`src/rtl/lcd_pkg.sv`:
```
// Shared types and constants for the LCD angle display.
package lcd_pkg;

  // Frame-level sequencer states
  typedef enum logic [2:0] {
    StIdle,
    StConv,
    StAddr,
    StChar,
    StDone
  } lcd_state_t;

  // Sub-phases of a single bus write
  typedef enum logic [1:0] {
    PhSetup,
    PhPulse,
    PhHold
  } lcd_phase_t;

  // Angle converter states
  typedef enum logic [1:0] {
    CvIdle,
    CvReduce,
    CvDabble
  } conv_state_t;

  localparam logic [7:0] LCD_CMD_SET_DDRAM = 8'h80;
  localparam logic [7:0] ASCII_ZERO        = 8'h30;
  localparam logic [7:0] LCD_DEG_CHAR      = 8'hDF;

  // Whole degrees 0..359 fit in 9 bits
  localparam int unsigned DEG_BIN_W = 9;

endpackage

```
`src/rtl/angle_to_bcd.sv`:
```
// Raw encoder angle -> rounded whole degrees -> zero-padded BCD digits.
// Sequence: modulo reduction by repeated subtraction, one-cycle scale/round/wrap,
// then one double-dabble shift per cycle. conv_done pulses once; bcd holds until next start.
module angle_to_bcd
  import lcd_pkg::*;
#(
  parameter int unsigned ANGLE_W        = 12,
  parameter int unsigned COUNTS_PER_REV = 1006,
  parameter int unsigned DIGITS         = 3
) (
  input  logic                  clk,
  input  logic                  reset,
  input  logic                  start,
  input  logic [ANGLE_W-1:0]    angle,
  output logic                  conv_done,
  output logic [4*DIGITS-1:0]   bcd
);

  localparam int unsigned PW   = DEG_BIN_W + ANGLE_W;
  localparam int unsigned BcdW = 4 * DIGITS;

  localparam logic [ANGLE_W:0] Counts  = (ANGLE_W + 1)'(COUNTS_PER_REV);
  localparam logic [PW-1:0]    CountsP = PW'(COUNTS_PER_REV);
  localparam logic [PW-1:0]    Deg360  = PW'(360);

  conv_state_t             state_q, state_d;
  logic [ANGLE_W-1:0]      a_q, a_d;
  logic [DEG_BIN_W-1:0]    bin_q, bin_d;
  logic [BcdW-1:0]         bcd_q, bcd_d, bcd_adj;
  logic [3:0]              shift_q, shift_d;
  logic                    done_q, done_d;
  logic [PW-1:0]           prod, quo, rem, q_round;
  logic [DEG_BIN_W-1:0]    deg;

  // Scale reduced count to degrees, round half-up, fold 360 back to 0
  always_comb begin
    prod    = PW'(a_q) * Deg360;
    quo     = prod / CountsP;
    rem     = prod - quo * CountsP;
    q_round = ({rem, 1'b0} >= {1'b0, CountsP}) ? quo + PW'(1) : quo;
    deg     = (q_round == Deg360) ? '0 : DEG_BIN_W'(q_round);
  end

  // Converter next-state: reduce, scale, then shift-and-add-3
  always_comb begin
    state_d = state_q;
    a_d     = a_q;
    bin_d   = bin_q;
    bcd_d   = bcd_q;
    shift_d = shift_q;
    done_d  = 1'b0;
    bcd_adj = bcd_q;
    for (int i = 0; i < DIGITS; i++) begin
      if (bcd_q[4*i +: 4] >= 4'd5) bcd_adj[4*i +: 4] = bcd_q[4*i +: 4] + 4'd3;
    end
    unique case (state_q)
      CvIdle: begin
        if (start) begin
          a_d     = angle;
          state_d = CvReduce;
        end
      end
      CvReduce: begin
        if ({1'b0, a_q} >= Counts) begin
          a_d = ANGLE_W'({1'b0, a_q} - Counts);
        end else begin
          bin_d   = deg;
          bcd_d   = '0;
          shift_d = '0;
          state_d = CvDabble;
        end
      end
      CvDabble: begin
        {bcd_d, bin_d} = {bcd_adj, bin_q} << 1;
        shift_d        = shift_q + 4'd1;
        if (shift_q == 4'(DEG_BIN_W - 1)) begin
          state_d = CvIdle;
          done_d  = 1'b1;
        end
      end
      default: state_d = CvIdle;
    endcase
  end

  // Converter state register
  always_ff @(posedge clk) begin
    if (reset) begin
      state_q <= CvIdle;
      a_q     <= '0;
      bin_q   <= '0;
      bcd_q   <= '0;
      shift_q <= '0;
      done_q  <= 1'b0;
    end else begin
      state_q <= state_d;
      a_q     <= a_d;
      bin_q   <= bin_d;
      bcd_q   <= bcd_d;
      shift_q <= shift_d;
      done_q  <= done_d;
    end
  end

  assign conv_done = done_q;
  assign bcd       = bcd_q;

endmodule

```
`src/rtl/lcd_angle_display.sv`:
```
// HD44780-style writer: periodically (or on request) converts the encoder angle and
// writes set-DDRAM-address followed by the degree digits, MSD first.
// Optional macro DEG_SYMBOL_EN appends a degree-sign character after the digits.
module lcd_angle_display
  import lcd_pkg::*;
#(
  parameter int unsigned CLK_HZ         = 50_000_000,
  parameter int unsigned REFRESH_HZ     = 30,
  parameter int unsigned ANGLE_W        = 12,
  parameter int unsigned COUNTS_PER_REV = 1006,
  parameter int unsigned DIGITS         = 3,
  parameter logic [6:0]  DDRAM_ADDR     = 7'h00,
  parameter int unsigned E_PULSE_CYC    = 1000,
  parameter int unsigned GAP_CYC        = 1000,
  parameter int unsigned CMD_WAIT_CYC   = 2500
) (
  input  logic               clk,
  input  logic               reset,
  input  logic [ANGLE_W-1:0] angle,
  input  logic               force_refresh,
  output logic [7:0]         data,
  output logic               rs,
  output logic               rw,
  output logic               e,
  output logic               busy,
  output logic               frame_done
);

  localparam int unsigned RefreshMax = CLK_HZ / REFRESH_HZ - 1;
  localparam int unsigned RefW       = (RefreshMax > 0) ? $clog2(RefreshMax + 1) : 1;
`ifdef DEG_SYMBOL_EN
  localparam int unsigned NumChars   = DIGITS + 1;
`else
  localparam int unsigned NumChars   = DIGITS;
`endif
  // Command write holds longer: gap plus the controller's address-set settle time
  localparam int unsigned AddrHold   = GAP_CYC + CMD_WAIT_CYC;
  localparam int unsigned CntMax     = (E_PULSE_CYC > AddrHold) ? E_PULSE_CYC : AddrHold;
  localparam int unsigned CntW       = $clog2(CntMax + 1);
  localparam int unsigned IdxW       = $clog2(NumChars + 1);

  lcd_state_t          state_q, state_d;
  lcd_phase_t          phase_q, phase_d;
  logic [CntW-1:0]     cnt_q, cnt_d, hold_last;
  logic [IdxW-1:0]     idx_q, idx_d;
  logic                pending_q, pending_d;
  logic [7:0]          data_q, data_d;
  logic                rs_q, rs_d, e_q, e_d;
  logic                busy_q, frame_done_q;
  logic [ANGLE_W-1:0]  angle_q, angle_d;
  logic                conv_start_q, conv_start_d;
  logic [RefW-1:0]     ref_q;
  logic                tick, req, write_end, conv_done;
  logic [4*DIGITS-1:0] bcd;

  // Character byte for position idx: digits MSD first, then optional degree sign
  function automatic logic [7:0] char_at(input logic [IdxW-1:0] idx,
                                         input logic [4*DIGITS-1:0] b);
    logic [3:0] dig;
    dig = '0;
`ifdef DEG_SYMBOL_EN
    if (idx == IdxW'(DIGITS)) return LCD_DEG_CHAR;
`endif
    for (int i = 0; i < DIGITS; i++) begin
      if (idx == IdxW'(DIGITS - 1 - i)) dig = b[4*i +: 4];
    end
    return ASCII_ZERO + {4'h0, dig};
  endfunction

  assign tick = (ref_q == RefW'(RefreshMax));
  assign req  = tick | force_refresh;

  // Free-running refresh timer; tick on wrap
  always_ff @(posedge clk) begin
    if (reset || tick) ref_q <= '0;
    else               ref_q <= ref_q + RefW'(1);
  end

  angle_to_bcd #(
    .ANGLE_W        (ANGLE_W),
    .COUNTS_PER_REV (COUNTS_PER_REV),
    .DIGITS         (DIGITS)
  ) u_conv (
    .clk       (clk),
    .reset     (reset),
    .start     (conv_start_q),
    .angle     (angle_q),
    .conv_done (conv_done),
    .bcd       (bcd)
  );

  // Frame FSM and write sub-phase sequencer; data/rs only change on entering SETUP
  always_comb begin
    state_d      = state_q;
    phase_d      = phase_q;
    cnt_d        = cnt_q;
    idx_d        = idx_q;
    pending_d    = pending_q;
    data_d       = data_q;
    rs_d         = rs_q;
    e_d          = e_q;
    angle_d      = angle_q;
    conv_start_d = 1'b0;
    write_end    = 1'b0;
    hold_last    = (state_q == StAddr) ? CntW'(AddrHold - 1) : CntW'(GAP_CYC - 1);

    if (state_q inside {StAddr, StChar}) begin
      unique case (phase_q)
        PhSetup: begin
          phase_d = PhPulse;
          e_d     = 1'b1;
          cnt_d   = '0;
        end
        PhPulse: begin
          if (cnt_q == CntW'(E_PULSE_CYC - 1)) begin
            phase_d = PhHold;
            e_d     = 1'b0;
            cnt_d   = '0;
          end else begin
            cnt_d = cnt_q + CntW'(1);
          end
        end
        PhHold: begin
          if (cnt_q == hold_last) write_end = 1'b1;
          else                    cnt_d     = cnt_q + CntW'(1);
        end
        default: phase_d = PhSetup;
      endcase
    end

    // Requests during a frame collapse into one deferred frame
    if (req && state_q != StIdle) pending_d = 1'b1;

    unique case (state_q)
      StIdle: begin
        if (req) begin
          state_d      = StConv;
          angle_d      = angle;
          conv_start_d = 1'b1;
        end
      end
      StConv: begin
        if (conv_done) begin
          state_d = StAddr;
          phase_d = PhSetup;
          cnt_d   = '0;
          data_d  = LCD_CMD_SET_DDRAM | {1'b0, DDRAM_ADDR};
          rs_d    = 1'b0;
        end
      end
      StAddr: begin
        if (write_end) begin
          state_d = StChar;
          idx_d   = '0;
          phase_d = PhSetup;
          cnt_d   = '0;
          data_d  = char_at(IdxW'(0), bcd);
          rs_d    = 1'b1;
        end
      end
      StChar: begin
        if (write_end) begin
          if (idx_q == IdxW'(NumChars - 1)) begin
            state_d = StDone;
          end else begin
            idx_d   = idx_q + IdxW'(1);
            phase_d = PhSetup;
            cnt_d   = '0;
            data_d  = char_at(idx_q + IdxW'(1), bcd);
          end
        end
      end
      StDone: begin
        if (pending_q || req) begin
          state_d      = StConv;
          pending_d    = 1'b0;
          angle_d      = angle;
          conv_start_d = 1'b1;
        end else begin
          state_d = StIdle;
        end
      end
      default: state_d = StIdle;
    endcase
  end

  // Frame state and registered bus outputs
  always_ff @(posedge clk) begin
    if (reset) begin
      state_q      <= StIdle;
      phase_q      <= PhSetup;
      cnt_q        <= '0;
      idx_q        <= '0;
      pending_q    <= 1'b0;
      data_q       <= 8'h00;
      rs_q         <= 1'b0;
      e_q          <= 1'b0;
      busy_q       <= 1'b0;
      frame_done_q <= 1'b0;
      angle_q      <= '0;
      conv_start_q <= 1'b0;
    end else begin
      state_q      <= state_d;
      phase_q      <= phase_d;
      cnt_q        <= cnt_d;
      idx_q        <= idx_d;
      pending_q    <= pending_d;
      data_q       <= data_d;
      rs_q         <= rs_d;
      e_q          <= e_d;
      busy_q       <= (state_d != StIdle);
      frame_done_q <= (state_d == StDone);
      angle_q      <= angle_d;
      conv_start_q <= conv_start_d;
    end
  end

  assign data       = data_q;
  assign rs         = rs_q;
  assign rw         = 1'b0;
  assign e          = e_q;
  assign busy       = busy_q;
  assign frame_done = frame_done_q;

endmodule
```
`config.mk`:
```
export PLATFORM = sky130hd
export DESIGN_NAME = lcd_angle_display
export DESIGN_NICKNAME = d
export VERILOG_FILES = /design/src/rtl/lcd_pkg.sv /design/src/rtl/angle_to_bcd.sv /design/src/rtl/lcd_angle_display.sv
export SDC_FILE = /design/constraint.sdc
export NUM_CORES = 1
export LEC_CHECK = 0
export ABC_CLOCK_PERIOD_IN_PS = 49100
export CORE_AREA = 4 4 222 224
export CTS_CLUSTER_DIAMETER = 50
export DETAILED_ROUTE_END_ITERATION = 12
export DIE_AREA = 0 0 226 228
export PLACE_DENSITY = 0.48
export SLEW_MARGIN = 10
export SYNTH_ARGS = -nofsm -noshare
export SYNTH_HDL_FRONTEND = slang
export SYNTH_SLANG_ARGS = --single-unit
```
`constraint.sdc`:
```
create_clock -name clk -period 49.1 [get_ports clk]
set_input_delay 9.82 -clock clk [delete_from_list [all_inputs] [get_ports clk]]
set_output_delay 9.82 -clock clk [all_outputs]
set_load 0.005 [all_outputs]
```
==> summary.txt, run 1 <==
Floorplanning
  – Site Rows: 80
  – Die W: 226 um
  – Die height: 228 um
  – Ports: 28
  – Die footprint: ~52000 sq um
  – Starting Density: 29.7%
  – Core region area: 47300 sq um

Detailed routing
  – Total Wirelength: 39800 um
  – Via density: 5.41
  – DRC Markers: 0
  – ANT nets after route: 0
  – Wire per inst: 16.5 um
  – DR iter-0 viols: 999
  – Vias: about 13000
  – Drt pass-1 iters: 5

Critical path
  – Setup CP Type: register to register
  – Critical path fanouts, max: 19
  – Worst path required time: 49310 ps
  – Slowest-stage cell, CP: mux2i_1
  – Crit path DAT: ~24000 ps
  – Endpoint class of the critical path: register
  – Worst path max stage delay: 870 ps
  – Flop-to-flop setup slack: 25160 ps
  – Cell repeated most along the worst path: ha_1
  – Critical path startpoint category: register

Cells and area
  – FF+latch area: 2080 sq um
  – Diode count: 0
  – Multi-input combinational cell area: 11100 sq um
  – Share of layout cells above drive strength 1: 7.46%
  – Area Overhead vs Synth: 8.23%
  – FILL cells: 5089
  – Most common cell after layout, fill and taps aside: inv_1
  – Most frequent cells in the layout: inv_1, nor2_1, nand2_1
  – Fin cells: 2411
  – NumNets Final: 1989

Synth
  – Ranking of synthesized cells by area: dfxtp_1, ha_1, fa_1
  – Area of the mapped netlist: 14100 sq um
  – Average size of a mapped cell: 7.79 sq um
  – Seq/Total Area, Yosys: around 15%
  – Ys flop type: dfxtp_1
  – Area leader, netlist: dfxtp_1
  – Syn Inst Count: 1804
  – Post-synth top area share: 14.8%
  – Synth Register Bits: roughly 100
  – Post-synthesis cell type count: 123
  – Yosys warning count: 0
  – Post-synth EDFFs: 0
  – Share of synthesized registers carrying an async set or reset: 0%

STA
  – Count of pins over their slew limit: 0
  – Max frequency: 0.0418 GHz
  – Slew @ Worst Pin: ~1000 ps
  – Final setup viols: 0
  – Slew margin rel.: between 20% and 30%
  – Fin crit share: between 40% and 50%
  – Setup TNS: 0 ps
  – Hold Fails Final Rpt: 0
  – Worst Skew: 9.31 ps
  – Minimum clock period: 23940 ps
  – RSZ-0062 raised after global routing: false

GRT
  – Overflow after GRT: 0
  – Pin count of the biggest net entering global routing: between 70 and 80
  – Gr usage total: 15.2%
  – Vias in the first global route: roughly 12000
  – Global-route wire length before repair: 66300 um
  – Initial antenna violation count: 0

Place
  – Port buffer count: 25
  – Placer Congestion: approximately 0.88
  – Cell Count Post-Placement: 2395
  – Post-detail-place hpwl: between 30000 and 40000 um

Clock tree
  – Hold_buf cts: 0
  – Clk_lat worst skew: 360 ps
  – Clock sinks: about 100
  – CTS max path bufs: 2
  – Clock buffer count from CTS: 9
  – CTS tree: done
  – CTS H-Tree Depth: 3
  – Clk root buf: clkbuf_16
  – PostCTS Resize Cnt: 0
  – Worst-path clk slew: 70 ps
  – Post-CTS Setup Inserts: 0

Min path
  – Worst Hold Class: register to register

Run
  – Max Cap Viol: 0

Run status
  – Status: finished clean
## layer usage
metal	routed length [um]	GRT usage, %
met1	19800	22.5
met2	17900	23.9
met3	1310	1.57
met4	714	3.33
met5	0	0
## cells by family (layout without fill, tap and decap cells)
logic type                 count (synthesis)  after routing  share of synthesized area (%)
other                                      1              2                         0.0267
muxes                                     36             36                           2.72
adders and majority gates                188            188                           20.1
xor gates and xnor gates                 104            104                           6.80
and+or+nand+nor                          635            635                           23.1
AOI/OAI and AO/OA                        499            499                           25.8
DFF                                      104            104                           14.8
buffers and inverters                    237            228                           6.68
## registers in the layout (all words and copies together), names as in the netlist, 4 cells and up
signal,flops
angle_q,12
u_conv.bcd,12
u_conv.bin_q,9
cnt_q,12
u_conv.shift_q,4
data,6
u_conv.a_q,12
ref_q,21
## final cells by class
| type | count | share of cell area, % |
|---|---|---|
| multi-input combinational | 1464 | 72.6 |
| sequential | 104 | 13.7 |
| tap | 615 | 5.06 |
| inverter | 179 | 4.45 |
| timing repair buffer | 33 | 2.01 |
| clock buffer | 10 | 1.57 |
| clock inverter | 6 | 0.592 |
## synth_stat cells, drive strengths merged (27+ instances only)
library cell / n
a211oi: 30
clkbuf: 41
o21ai: 98
ha: 119
a21oi: 124
mux2i: 27
xor2: 33
xnor2: 71
and3: 31
dfxtp: 104
nand2: 143
fa: 64
nand3: 65
nor2: 160
nor3: 55
inv: 178
## metrics by stage
step,worst slack (ps),hold slack (ps),cell area (sq um),util (%)
2_1_floorplan,29640,427,14100,-
3_3_place_gp,25740,467,14900,31.4
3_5_place_dp,25380,478,14900,31.4
4_1_cts,25320,496,15200,32.1
5_1_grt,23060,508,15200,32.1
6_report,25160,491,15200,32.1
## worst paths after layout
path | from | endpoint | depth (start not counted)
worst min-delay path | angle_q[1] | u_conv.a_q[1] | 2
worst max register to register | u_conv.a_q[0] | u_conv.bin_q[3] | 84
worst min register to register | angle_q[1] | u_conv.a_q[1] | 2
worst max-delay path | u_conv.a_q[0] | u_conv.bin_q[3] | 84
## worst max-delay path: cells and delay by family, from the launching register on
kind,cells,cell delay (ps)
AO/OA/AOI/OAI,36,9700
AND/OR/NAND/NOR,22,5350
adder cells (fa/ha/maj),12,4810
multiplexers,2,1300
XOR/XNOR,5,1290
flip-flops,1,660
buffers and inverters,7,650
Power of run 1 is left out: the tool's default activity adds up to more than one toggle a clock period on the data nets, which glitch-free logic cannot reach.
==> run 2: changes to the inputs <==
ABC_CLOCK_PERIOD_IN_PS = 23400   (was 49100)
clock period = 23.4 ns   (was 49.1 ns; I/O delays follow)
==> run 2 against run 1 <==
  * First-iteration DRC count up 2.3%
  * Die area unchanged
  * Non-clock buffer count up 21
  * Global-route usage down 0.18 points
  * Critical endpoint unchanged
  * Largest cell class unchanged
==> summary.txt, run 2 (synthesis gave the netlist of run 1 again) <==
Run status
  – Status: finished clean

GRT
  – Gr usage total: 15.0% (-0.18 points)
  – Global-route wire length before repair: 65300 um (-1.4%)
  – Vias in the first global route: 12476 (-0.096%)
  – Initial antenna violation count: 0 (unchanged)
  – Overflow after GRT: 0 (unchanged)
  – Pin count of the biggest net entering global routing: 63 (-14%)

Cells and area
  – Largest Register: ref_q
  – Share of layout cells above drive strength 1: 9.30% (+1.8 points)
  – Most frequent cells in the layout: inv_1, nor2_1, nand2_1
  – FF+latch area: 2080 sq um (+0.12%)
  – Area Overhead vs Synth: 10.4%
  – Fin cells: 2432 (+0.87%)
  – Max FFs per register: 21 (unchanged)
  – Multi-input combinational cell area: 11200 sq um (+1.0%)
  – Diode count: 0 (unchanged)
  – FILL cells: 5047 (-0.83%)
  – Most common cell after layout, fill and taps aside: inv_1
  – NumNets Final: 2010 (+1.1%)

Critical path
  – Worst path required time: 23630 ps (-25680 ps)
  – Cell repeated most along the worst path: ha_1
  – Crit path DAT: 21970 ps (-2180 ps)
  – Endpoint class of the critical path: register
  – Slowest-stage cell, CP: or4_1
  – Critical path fanouts, max: 10 (-9)
  – Setup CP Type: register to register
  – Worst path max stage delay: 610 ps (-260 ps)
  – Critical path startpoint category: register

Floorplanning
  – Die height: 228 um (unchanged)
  – Starting Density: 29.7% (unchanged)
  – Die footprint: 51500 sq um (unchanged)
  – Ports: 28 (unchanged)
  – Site Rows: 80 (unchanged)
  – Core region area: 47300 sq um (unchanged)
  – Die W: 226 um (unchanged)

STA
  – Slew margin rel.: 37.1% (+8.9 points)
  – Count of pins over their slew limit: 0 (unchanged)
  – Fin crit share: 92.9% (+44 points)
  – Minimum clock period: 21740 ps (-2200 ps)
  – Hold Fails Final Rpt: 0 (unchanged)
  – Final setup viols: 0 (unchanged)
  – Slew @ Worst Pin: 940 ps (-108 ps)
  – Worst Skew: 11.1 ps (+1.75 ps)
  – Max frequency: 0.0460 GHz (+10%)

Clock tree
  – CTS tree: done
  – Clock buffer count from CTS: 9 (unchanged)
  – Hold_buf cts: 0 (unchanged)
  – Clock sinks: 104 (unchanged)
  – Clk root buf: clkbuf_16
  – Worst-path clk slew: 70 ps (about the same)
  – CTS H-Tree Depth: 3 (unchanged)
  – CTS max path bufs: 2 (unchanged)
  – Clk_lat worst skew: 350 ps (about the same)

Detailed routing
  – Wire per inst: 16.4 um (-0.25%)
  – Via density: 5.38 (-0.60%)
  – Vias: 13072 (+0.27%)
  – DR iter-0 viols: 1022 (+2.3%)
  – ANT nets after route: 0 (unchanged)
  – Drt pass-1 iters: 5 (unchanged)
  – Total Wirelength: 40000 um (+0.62%)
  – DRC Markers: 0 (unchanged)

Place
  – Cell Count Post-Placement: 2407 (+0.50%)
  – Port buffer count: 25 (unchanged)
  – Post-detail-place hpwl: 31800 um (+0.18%)
  – Placer Congestion: 0.880 (-0.11%)

Run
  – Max Cap Viol: 0 (unchanged)

Min path
  – Worst Hold Class: register to register
-- run 2: cell types whose count changed in the layout (fill, tap and decap cells not counted), moves of 2 or more --
cell and delta:
a2111oi_0 -2, dfxtp_1 -2, a211oi_1 -2, mux2i_1 -2, buf_4 +21, dfxtp_2 +2, a21oi_1 -2, a211oi_2 +2
-- run 2: worst paths after layout --
check,slack (ps),depth (start not counted),from,to
worst min-delay path,480,1,ref_q[0],ref_q[0]
worst max-delay path,1660,87,u_conv.a_q[5],u_conv.bin_q[3]
worst min register to register,480,1,ref_q[0],ref_q[0]
worst max register to register,1660,87,u_conv.a_q[5],u_conv.bin_q[3]
-- run 2: critical path: cells and delay by family, from the launching register on --
kind / cells / cell delay, ps
adders and majority gates: 12 / 4330
AOI/OAI and AO/OA: 41 / 10350
muxes: 2 / 810
buffers and inverters: 9 / 1060
and+or+nand+nor: 20 / 4060
DFF: 1 / 450
xor gates and xnor gates: 3 / 490
-- run 2: what timing repair did --
| action | 4_1_cts | 5_1_grt |
|---|---|---|
| setup endpoints to repair | 0 | 9 |
| setup buffers | 0 | 9 |
| resized for setup | 0 | 24 |
-- run 2: cell type report --
type / count / share of cell area (%)
Inverter: 179 / 4.36
Sequential cell: 104 / 13.4
Clock buffer: 10 / 1.54
Multi-Input combinational cell: 1464 / 72.0
Clock inverter: 6 / 0.742
Timing Repair Buffer: 54 / 2.98
Tap cell: 615 / 4.96
-- run 2: per-stage QoR --
step	utilization (%)	setup WS [ps]	instance area (sq um)	hold slack [ps]	setup TNS, ps
after floorplan	-	3940	14100	427	0
after global placement	31.6	1340	15000	468	0
after detailed placement	31.6	1070	15000	475	0
after CTS	32.4	950	15300	490	0
after global routing	32.8	-24.0	15500	517	-24.0
final	32.8	1660	15500	484	0
-- run 2: per-layer routing --
metal | global-route usage, % | wire length [um] | part of all wire [%] | up-vias
met1 | 22.2 | 20100 | 50 | 6256
met5 | 0 | 0 | 0 | -
met3 | 1.45 | 1250 | 3.1 | 25
met4 | 2.53 | 437 | 1.1 | 0
met2 | 24.1 | 18200 | 45 | 247
li1 | - | - | - | 6544
Power of run 2 is left out for the same reason.
